==> src/rtl/vga_panel_pkg.sv <==
// Shared types and geometry helpers for the VGA register panel.
package vga_panel_pkg;

  typedef enum logic {LIVE = 1'b0, FROZEN = 1'b1} frz_state_e;
  typedef enum logic {GAP = 1'b0, LED = 1'b1} phase_e;

  localparam logic [23:0] DEF_COLOUR_BG  = 24'h222222;
  localparam logic [23:0] DEF_COLOUR_ON  = 24'hFF0000;
  localparam logic [23:0] DEF_COLOUR_OFF = 24'h444444;

  localparam int LEDS_PER_ROW = 8;

  function automatic int panel_w(input int wg, input int w);
    return wg + (w + wg) * LEDS_PER_ROW;
  endfunction

  function automatic int panel_h(input int n, input int h, input int vg);
    return n * h + (n - 1) * vg;
  endfunction

  function automatic int row_w(input int n);
    return (n > 1) ? $clog2(n) : 1;
  endfunction

  localparam int PANEL_W = panel_w(10, 26);
  localparam int PANEL_H = panel_h(4, 16, 6);

  // Stage-1 segment decode carried to the colour stage.
  typedef struct packed {
    logic [2:0] led;
    phase_e     phase;
  } seg_t;

endpackage

==> src/rtl/vga_panel_scan.sv <==
// Row tracker and column sequencer: turns the raw VGA position into
// (row, led, phase, active) for the pixel currently presented.
module vga_panel_scan
  import vga_panel_pkg::*;
#(
  parameter int NUM_REGS = 4,
  parameter int START_H  = 10,
  parameter int START_V  = 10,
  parameter int W        = 26,
  parameter int H        = 16,
  parameter int WG       = 10,
  parameter int VG       = 6,
  parameter int RW       = row_w(NUM_REGS)
) (
  input  logic          clk,
  input  logic          reset_n,
  input  logic [10:0]   vga_h_i,
  input  logic [10:0]   vga_v_i,
  output logic [RW-1:0] row_idx_o,
  output logic [2:0]    led_idx_o,
  output phase_e        phase_o,
  output logic          active_o
);

  logic [RW-1:0] row_q, row_c;
  logic [10:0]   lcnt_q, lcnt_c;
  logic          rows_q, rows_c, rgap_q, rgap_c;

  logic          act_q, act_c, act_d;
  logic [3:0]    led_q, led_c, led_d;
  phase_e        ph_q, ph_c, ph_d;
  logic [10:0]   seg_q, seg_c, seg_d;

  // Row state for the current line: advances once, on the line's h==0 pixel.
  always_comb begin
    row_c  = row_q;
    lcnt_c = lcnt_q;
    rows_c = rows_q;
    rgap_c = rgap_q;
    if (vga_h_i == 11'd0) begin
      if (vga_v_i == 11'(START_V)) begin
        row_c  = '0;
        lcnt_c = '0;
        rows_c = 1'b1;
        rgap_c = 1'b0;
      end else if (rows_q) begin
        if (!rgap_q) begin
          if (lcnt_q == 11'(H - 1)) begin
            lcnt_c = '0;
            if (row_q == RW'(NUM_REGS - 1)) rows_c = 1'b0;
            else                           rgap_c = 1'b1;
          end else begin
            lcnt_c = lcnt_q + 11'd1;
          end
        end else if (lcnt_q == 11'(VG - 1)) begin
          lcnt_c = '0;
          rgap_c = 1'b0;
          row_c  = row_q + 1'b1;
        end else begin
          lcnt_c = lcnt_q + 11'd1;
        end
      end
    end
  end

  // Column state for the current pixel; led index 8 is the closing gap.
  always_comb begin
    act_c = act_q;
    led_c = led_q;
    ph_c  = ph_q;
    seg_c = seg_q;
    if (vga_h_i == 11'(START_H)) begin
      act_c = 1'b1;
      led_c = '0;
      ph_c  = GAP;
      seg_c = '0;
    end
    act_d = act_c;
    led_d = led_c;
    ph_d  = ph_c;
    seg_d = seg_c + 11'd1;
    if (act_c) begin
      if (ph_c == GAP && seg_c == 11'(WG - 1)) begin
        seg_d = '0;
        if (led_c == 4'(LEDS_PER_ROW)) act_d = 1'b0;
        else                           ph_d  = LED;
      end else if (ph_c == LED && seg_c == 11'(W - 1)) begin
        seg_d = '0;
        ph_d  = GAP;
        led_d = led_c + 4'd1;
      end
    end
  end

  always_ff @(posedge clk or negedge reset_n) begin
    if (!reset_n) begin
      row_q  <= '0;
      lcnt_q <= '0;
      rows_q <= 1'b0;
      rgap_q <= 1'b0;
      act_q  <= 1'b0;
      led_q  <= '0;
      ph_q   <= GAP;
      seg_q  <= '0;
    end else begin
      row_q  <= row_c;
      lcnt_q <= lcnt_c;
      rows_q <= rows_c;
      rgap_q <= rgap_c;
      act_q  <= act_d;
      led_q  <= led_d;
      ph_q   <= ph_d;
      seg_q  <= seg_d;
    end
  end

  assign row_idx_o = row_c;
  assign led_idx_o = led_c[2:0];
  assign phase_o   = (ph_c == LED && !rgap_c) ? LED : GAP;
  assign active_o  = rows_c && act_c;

endmodule

==> src/rtl/vga_register_panel.sv <==
// Register LED panel: per-frame shadow snapshot with freeze handshake,
// scan decode, and a two-stage decode/colour pipeline.
module vga_register_panel
  import vga_panel_pkg::*;
#(
  parameter int          NUM_REGS   = 4,
  parameter int          START_H    = 10,
  parameter int          START_V    = 10,
  parameter int          W          = 26,
  parameter int          H          = 16,
  parameter int          WG         = 10,
  parameter int          VG         = 6,
  parameter logic [23:0] COLOUR_BG  = DEF_COLOUR_BG,
  parameter logic [23:0] COLOUR_ON  = DEF_COLOUR_ON,
  parameter logic [23:0] COLOUR_OFF = DEF_COLOUR_OFF
) (
  input  logic                  clk,
  input  logic                  reset_n,
  input  logic [8*NUM_REGS-1:0] regs_in,
  input  logic [10:0]           vga_h,
  input  logic [10:0]           vga_v,
  input  logic                  freeze_req,
  output logic                  freeze_ack,
  output logic [23:0]           pixel_out,
  output logic                  display_on
);

  localparam int RW     = row_w(NUM_REGS);
  localparam int STAGES = 2;

  logic [NUM_REGS-1:0][7:0] shadow_q;
  frz_state_e               state_q;
  logic                     ack_q;
  logic                     fs;

  logic [RW-1:0] scan_row, row_q;
  logic [2:0]    scan_led;
  phase_e        scan_phase;
  logic          scan_active;
  seg_t          seg_q;
  logic [STAGES:1] vld_pipe_q;
  logic [23:0]   pix_q;

  assign fs = (vga_h == 11'd0) && (vga_v == 11'd0);

  // Freeze FSM only looks at freeze_req on the frame-start cycle.
  always_ff @(posedge clk or negedge reset_n) begin
    if (!reset_n) begin
      state_q  <= LIVE;
      ack_q    <= 1'b0;
      shadow_q <= '0;
    end else if (fs) begin
      case (state_q)
        LIVE: begin
          shadow_q <= regs_in;
          if (freeze_req) begin
            state_q <= FROZEN;
            ack_q   <= 1'b1;
          end
        end
        FROZEN: begin
          if (!freeze_req) begin
            state_q  <= LIVE;
            ack_q    <= 1'b0;
            shadow_q <= regs_in;
          end
        end
        default: state_q <= LIVE;
      endcase
    end
  end

  vga_panel_scan #(
    .NUM_REGS (NUM_REGS),
    .START_H  (START_H),
    .START_V  (START_V),
    .W        (W),
    .H        (H),
    .WG       (WG),
    .VG       (VG),
    .RW       (RW)
  ) u_scan (
    .clk       (clk),
    .reset_n   (reset_n),
    .vga_h_i   (vga_h),
    .vga_v_i   (vga_v),
    .row_idx_o (scan_row),
    .led_idx_o (scan_led),
    .phase_o   (scan_phase),
    .active_o  (scan_active)
  );

  // Stage 1 holds the decode, stage 2 the colour; MSB is the leftmost LED.
  always_ff @(posedge clk or negedge reset_n) begin
    if (!reset_n) begin
      vld_pipe_q <= '0;
      row_q      <= '0;
      seg_q      <= '{led: 3'd0, phase: GAP};
      pix_q      <= COLOUR_BG;
    end else begin
      vld_pipe_q <= {vld_pipe_q[STAGES-1:1], scan_active};
      row_q      <= scan_row;
      seg_q      <= '{led: scan_led, phase: scan_phase};
      if (vld_pipe_q[1] && seg_q.phase == LED)
        pix_q <= shadow_q[row_q][3'd7 - seg_q.led] ? COLOUR_ON : COLOUR_OFF;
      else
        pix_q <= COLOUR_BG;
    end
  end

  assign freeze_ack = ack_q;
  assign pixel_out  = pix_q;
  assign display_on = vld_pipe_q[STAGES];

endmodule

==> config.mk <==
export PLATFORM = sky130hd
export DESIGN_NAME = vga_register_panel
export DESIGN_NICKNAME = d
export VERILOG_FILES = /design/src/rtl/vga_panel_pkg.sv /design/src/rtl/vga_panel_scan.sv /design/src/rtl/vga_register_panel.sv
export SDC_FILE = /design/constraint.sdc
export NUM_CORES = 1
export LEC_CHECK = 0
export CAP_MARGIN = 40
export CORE_MARGIN = 4
export CORE_UTILIZATION = 25
export DETAILED_ROUTE_END_ITERATION = 7
export GPL_TIMING_DRIVEN = 0
export PLACE_DENSITY = 0.58
export SLEW_MARGIN = 30
export SYNTH_ARGS = -nofsm -noshare
export SYNTH_HDL_FRONTEND = slang
export SYNTH_HIERARCHICAL = 1
export SYNTH_SLANG_ARGS = --single-unit
==> constraint.sdc <==
create_clock -name clk -period 1.7 [get_ports clk]
set_input_delay 0.425 -clock clk [delete_from_list [all_inputs] [get_ports clk]]
set_output_delay 0.425 -clock clk [all_outputs]
set_load 0.01 [all_outputs]
# Word-level counts from Yosys, hierarchy flattened
# Cells that the tools add are included.
dict set report totals {
  reg_bits 96
  in_bits 57
  elab_cells 104
}
dict set report classes {
  addsub 5
  magnitude_cmp 2
  eq_ne 10
  muxes 51
  n_bitwise 2
  n_reduce_logical 16
}
# operator n
set op_table {}
lappend op_table {{$mux W11} 9}
lappend op_table {{$pmux W32 S2} 1}
lappend op_table {{$mux W24} 2}
lappend op_table {{$eq A11 B4 Y1 const B} 4}
lappend op_table {{$mux W32} 1}
lappend op_table {{$mux W1} 26}
lappend op_table {{$add A11 B1 Y11 const B} 2}
lappend op_table {{$logic_not A11 Y1} 2}
lappend op_table {{$bmux W8 S2} 1}
lappend op_table {{$mux W4} 4}
lappend op_table {{$eq A11 B3 Y1 const B} 1}
lappend op_table {{$eq A11 B5 Y1 const B} 1}
lappend op_table {{$mux W2} 4}
lappend op_table {{$mux W8} 1}
lappend op_table {{$logic_and A1 B1 Y1} 6}
lappend op_table {{$reduce_bool A2 Y1} 3}
lappend op_table {{$add A4 B1 Y4 const B} 1}
lappend op_table {{$eq A4 B4 Y1 const B} 1}
lappend op_table {{$lt A3 B4 Y1 const B} 1}
lappend op_table {{$ne A2 B2 Y1 const B} 2}
lappend op_table {{$reduce_and A2 Y1} 2}
lappend op_table {{$reduce_and A4 Y1} 1}
lappend op_table {{$bmux W1 S3} 1}
lappend op_table {{$lt A2 B3 Y1 const B} 1}
lappend op_table {{other kinds (7)} 8}

# Logic depth before layout (Yosys ltp)
dict set report logic_depth {
  ltp_word 10
  depth_mapped 9
}

# Modules after synthesis
# The synthesis kept the hierarchy.
# mod instances cells_per_inst area_per_inst_um2 seq_area_each_um2
set modules_own_cells {}
lappend modules_own_cells {vga_register_panel 1 164 2157.1 1178.6}
lappend modules_own_cells {vga_panel_scan 1 204 1966.9 800.8}

# Worst setup path before layout
# OpenSTA, ideal clock, no wires.
dict set report synth_timing {
  path_kind {input port to flip-flop}
  startpoint {input port vga_h[6]}
  endpoint {register u_scan.led_q[2]}
  setup_ns 0.123
  arrival_time_ns 2.322
  required_time_ns 1.577
  slack_ns -0.745
  stages 9
  cell_sequence {nor4_4 -> nand4_1 -> nand2_1 -> ha_1 -> nor4b_2 -> nand4_1 -> nor4_2 -> nand2_1 -> xnor2_1}
}
dict set report synth_between {
  elab_chain_cells 7
}
# element line
set synth_rtl {}
lappend synth_rtl {{from (decl)} vga_register_panel.sv:20} ;# input logic [10:0] vga_h,
lappend synth_rtl {{$eq A11 B4 Y1 (*)} vga_panel_scan.sv:72} ;# if (vga_h_i == 11'(START_H)) begin
lappend synth_rtl {{parallel branches: the longest is 5 deep, another holds $add A4 B1 Y4} n/a}
lappend synth_rtl {{$mux W4 (*)} vga_panel_scan.sv:82} ;# if (act_c) begin
lappend synth_rtl {{net u_scan.led_d[2]} vga_panel_scan.sv:30} ;# logic [3:0] led_q, led_c, led_d;
lappend synth_rtl {{to (signal assigned)} vga_panel_scan.sv:111} ;# led_q <= led_d;
lappend synth_rtl {{to (decl)} vga_panel_scan.sv:30}
# Mark *: on every way through the listed nets, which the timed path passes.
# A chain may end at the register's enable or synchronous reset.

# Worst setup path in the final report
dict set report layout_timing {
  startpoint {input port vga_h[2]}
  endpoint {register u_scan.led_q[3]}
}
# The elaborated chain is that of the path after synthesis.

==> qor.yml <==
synthesis:
  synth_area_sq_um: 4120
  synth-edff-count: 0
  ys_warn_count: 6
  ys_ff_latch: 79
  synth_area_leaders: "dfrtp_1 47%, mux2_2 8.5%, mux2i_1 4.6%"
  ys.flop_type: "dfrtp_1"
  synth-seq-area-share_pct: 48.0
  synth_area_leader_cell: "dfrtp_1"
  async_flop_share_pct: 100
  synth_cell_types: 49
  synthCells: 368
  synth_top_area_share_pct: 46.7
  avgSynthCellArea_sq_um: 11.2
die:
  die_h_um: 136
  die_w_um: 136
  num_rows: 46
  die_area_sq_um: 18600
  ios: 83
  start_util_pct: 25.8
  core_sq_um: 16000
routing:
  vias: 3162
  viasPerCell: 4.48
  wl_met1_um: 4410
  wirelength_um: 10100
  postRouteAntennaNets: 0
  met2_length_um: 5030
  dr.pass1.iters: 6
  wire_per_inst_um: 14.3
  drc: 0
  wl_met3_um: 537
  top_layer: "met4"
  drt_iter0_drc: 207
worst_setup_path:
  crit_fanout: 5
  startpoint_type: "primary input"
  worstPathArrival_ps: 2260
  worstSetupPathType: "primary input to register"
  required_ps: 1910
  slowest_delay_ps: 250
  cp_slowest_cell: "clkdlybuf4s15_1"
  end_kind: "register"
  reg2reg_slack_ps: -80
  cp_cell_sequence: "clkdlybuf4s15_1, nor2_4, nand4_1, buf_6, and2_4, ha_4, nor4b_4, nand4_1, buf_6, buf_4, nor3_4, xnor2_1, nor2_1"
job:
  drv_cap: 0
placement:
  hpwl_um: 7060
  numPortBuffers: 74
  gp_congestion: 0.799
  dp_cells: 666
  place_area_sq_um: 5360
  dp_slack_ps: -1610
global_routing:
  grt_use_total_pct: 11.1
  grt_pass1_vias: 3330
  grt_start_max_net_pins: 42
  antenna_found_initial: 0
  grt_pass1_wl_um: 16300
  grt_overflow: 0
pwr:
  p_per_area_nw_per_um2: 757
  p_leak_nw: 2.57
  ir_worst_vdd_uv: 541
  power_frac_seq_pct: 45.3
  swShare_pct: 25.7
  intPower_w: 0.00344
  combPwrFrac_pct: 12.2
  power.net_switching_w: 0.00119
  p_clk_share_pct: 42.5
hold_path:
  hold_path.class: "register to register"
finish:
  antenna_cells: 0
  final_layout_size_suffix_gt1_share_pct: 35.9
  design_area_sq_um: 6110
  final_cells: 706
  nNetsFinal: 550
  area_growth_pct: 48.1
timing:
  final.setup.worst_slack_ps: -343
  fmax_mhz: 490
  setup_viol: 53
  period_needed_ps: 2040
  clock_skew_ps: 6.98
  hold_violations: 0
  slew_viol_final: 0
  finalCritPeriodShare_pct: 120
  rsz0062_at_grt: "yes"
status:
  status: "complete, but fails checks"
  violations: "negative setup slack"
clock_network:
  cts_tree: "built"
  clk_latency_ps: 340
  h-tree-depth: 3
  clockBufferDepth: 2
  cts-root-buf: "clkbuf_16"
  cts.clk_slew.worst_paths_ps: 60
  cts_buffers: 9
  cts.sinks: 79
## final cells by class
class	count	area [sq um]
Fill cell	1604	9890
Multi-Input combinational cell	257	2310
Sequential cell	79	1980
Timing Repair Buffer	99	953
Tap cell	216	270
Buffer	28	246
Clock buffer	10	239
Clock inverter	6	67.6
Inverter	11	41.3
## sequential cells by signal, summed over array words and instances (netlist names)
signal and count:
u_scan/lcnt_q 11, pixel_out 5, u_scan/seg_q 11, u_scan/row_q 2, u_scan/act_q 1, vld_pipe_q 2, freeze_ack 1, u_scan/led_q 4
row_q 2, shadow_q 32, u_scan/rows_q 1, state_q 1, seg_q 4, u_scan/rgap_q 1, u_scan/ph_q 1
## path summary, 6_finish.rpt
| kind | start | endpoint | cells past startpoint |
|---|---|---|---|
| max | vga_h[2] | u_scan/led_q[3] | 13 |
| min | vld_pipe_q[1] | vld_pipe_q[2] | 0 |
| max reg2reg | u_scan/lcnt_q[7] | u_scan/lcnt_q[7] | 5 |
| min reg2reg | vld_pipe_q[1] | vld_pipe_q[2] | 0 |
| max in group asynchronous | reset_n | u_scan/lcnt_q[2] | 3 |
| min in group asynchronous | reset_n | shadow_q[12] | 2 |
## cell families after synthesis
logic type	Yosys count	share of synthesized area, %
fa+ha+maj	8	2.43
mux	52	13.6
xor+xnor	20	4.25
flops	79	48.0
other cells	1	0.0909
buf+inv	40	6.52
compound gates	27	4.40
simple gates	141	20.7
## layer usage
layer  vias to the layer above  GRT usage, %
met2                        92          18.7
met5                         -             0
met3                        10          2.81
li1                       1511             -
met1                      1549          13.9
met4                         0          3.19
## repair_timing
action,CTS,global route
setup buffers,16,6
pin swaps,38,19
hold buffers,1,0
hold endpoints to repair,4,0
resized for setup,122,36
cloned,1,1
endpoints found under the setup margin,88,66
## power by group through the flow
stage	logic [W]	registers, W	clock network [W]
after floorplan	0.000250	0.00210	0
after global placement	0.000488	0.00211	0
after detailed placement	0.000507	0.00212	0
after CTS	0.000542	0.00209	0.00202
after global routing	0.000629	0.00211	0.00210
final	0.000565	0.00210	0.00196
## synth_stat cells (2+ instances only)
library cell,instances
nor3_1,7
ha_1,8
nor3_2,3
and3_1,6
xnor2_1,11
dfstp_2,2
and4_1,3
nor2_1,29
mux2i_1,19
o21ai_0,8
nor2b_1,2
nand4_1,5
nor4b_2,3
nor4_1,14
nand2b_1,5
buf_2,2
nand2_1,25
dfrtp_1,77
a21oi_1,5
buf_4,21
and2_1,5
nor4_4,2
mux2_1,2
buf_6,5
mux2_2,31
o21ai_1,3
inv_1,11
a22oi_1,4
nand3_1,18
nand3b_1,5
xor2_1,9
## per-stage QoR
step	hold slack (ps)	utilization, %	power (W)	setup TNS (ps)
floorplan	129	-	0.00235	-8240
global placement	366	33.3	0.00260	-260830
detailed placement	354	33.5	0.00263	-60520
CTS	388	37.1	0.00465	-6640
global route	390	38.2	0.00484	-10220
finish	379	38.2	0.00463	-5350
## worst max-delay path, delay by kind of cell
family | cells | cell delay [ps]
buffers and inverters | 4 | 680
XOR/XNOR | 1 | 140
AND/OR/NAND/NOR | 7 | 880
adder cells (fa/ha/maj) | 1 | 130
## cell usage in the layout (no fill, tap or decap), drive strengths merged, types with 8 or more instances in the layout
cell and count:
nand2 25, ha 8, nor3 11, mux2 33, nor4 17, mux2i 19, nand3 18, nor2 30
clkbuf 12, buf 62, conb 8, inv 12, clkdlybuf4s15 9, dfrtp 77, clkdlybuf4s50 36, dlygate4sd2 16
o21ai 11, xnor2 11, xor2 9
No activity file was read; power rests on OpenSTA's default activity.
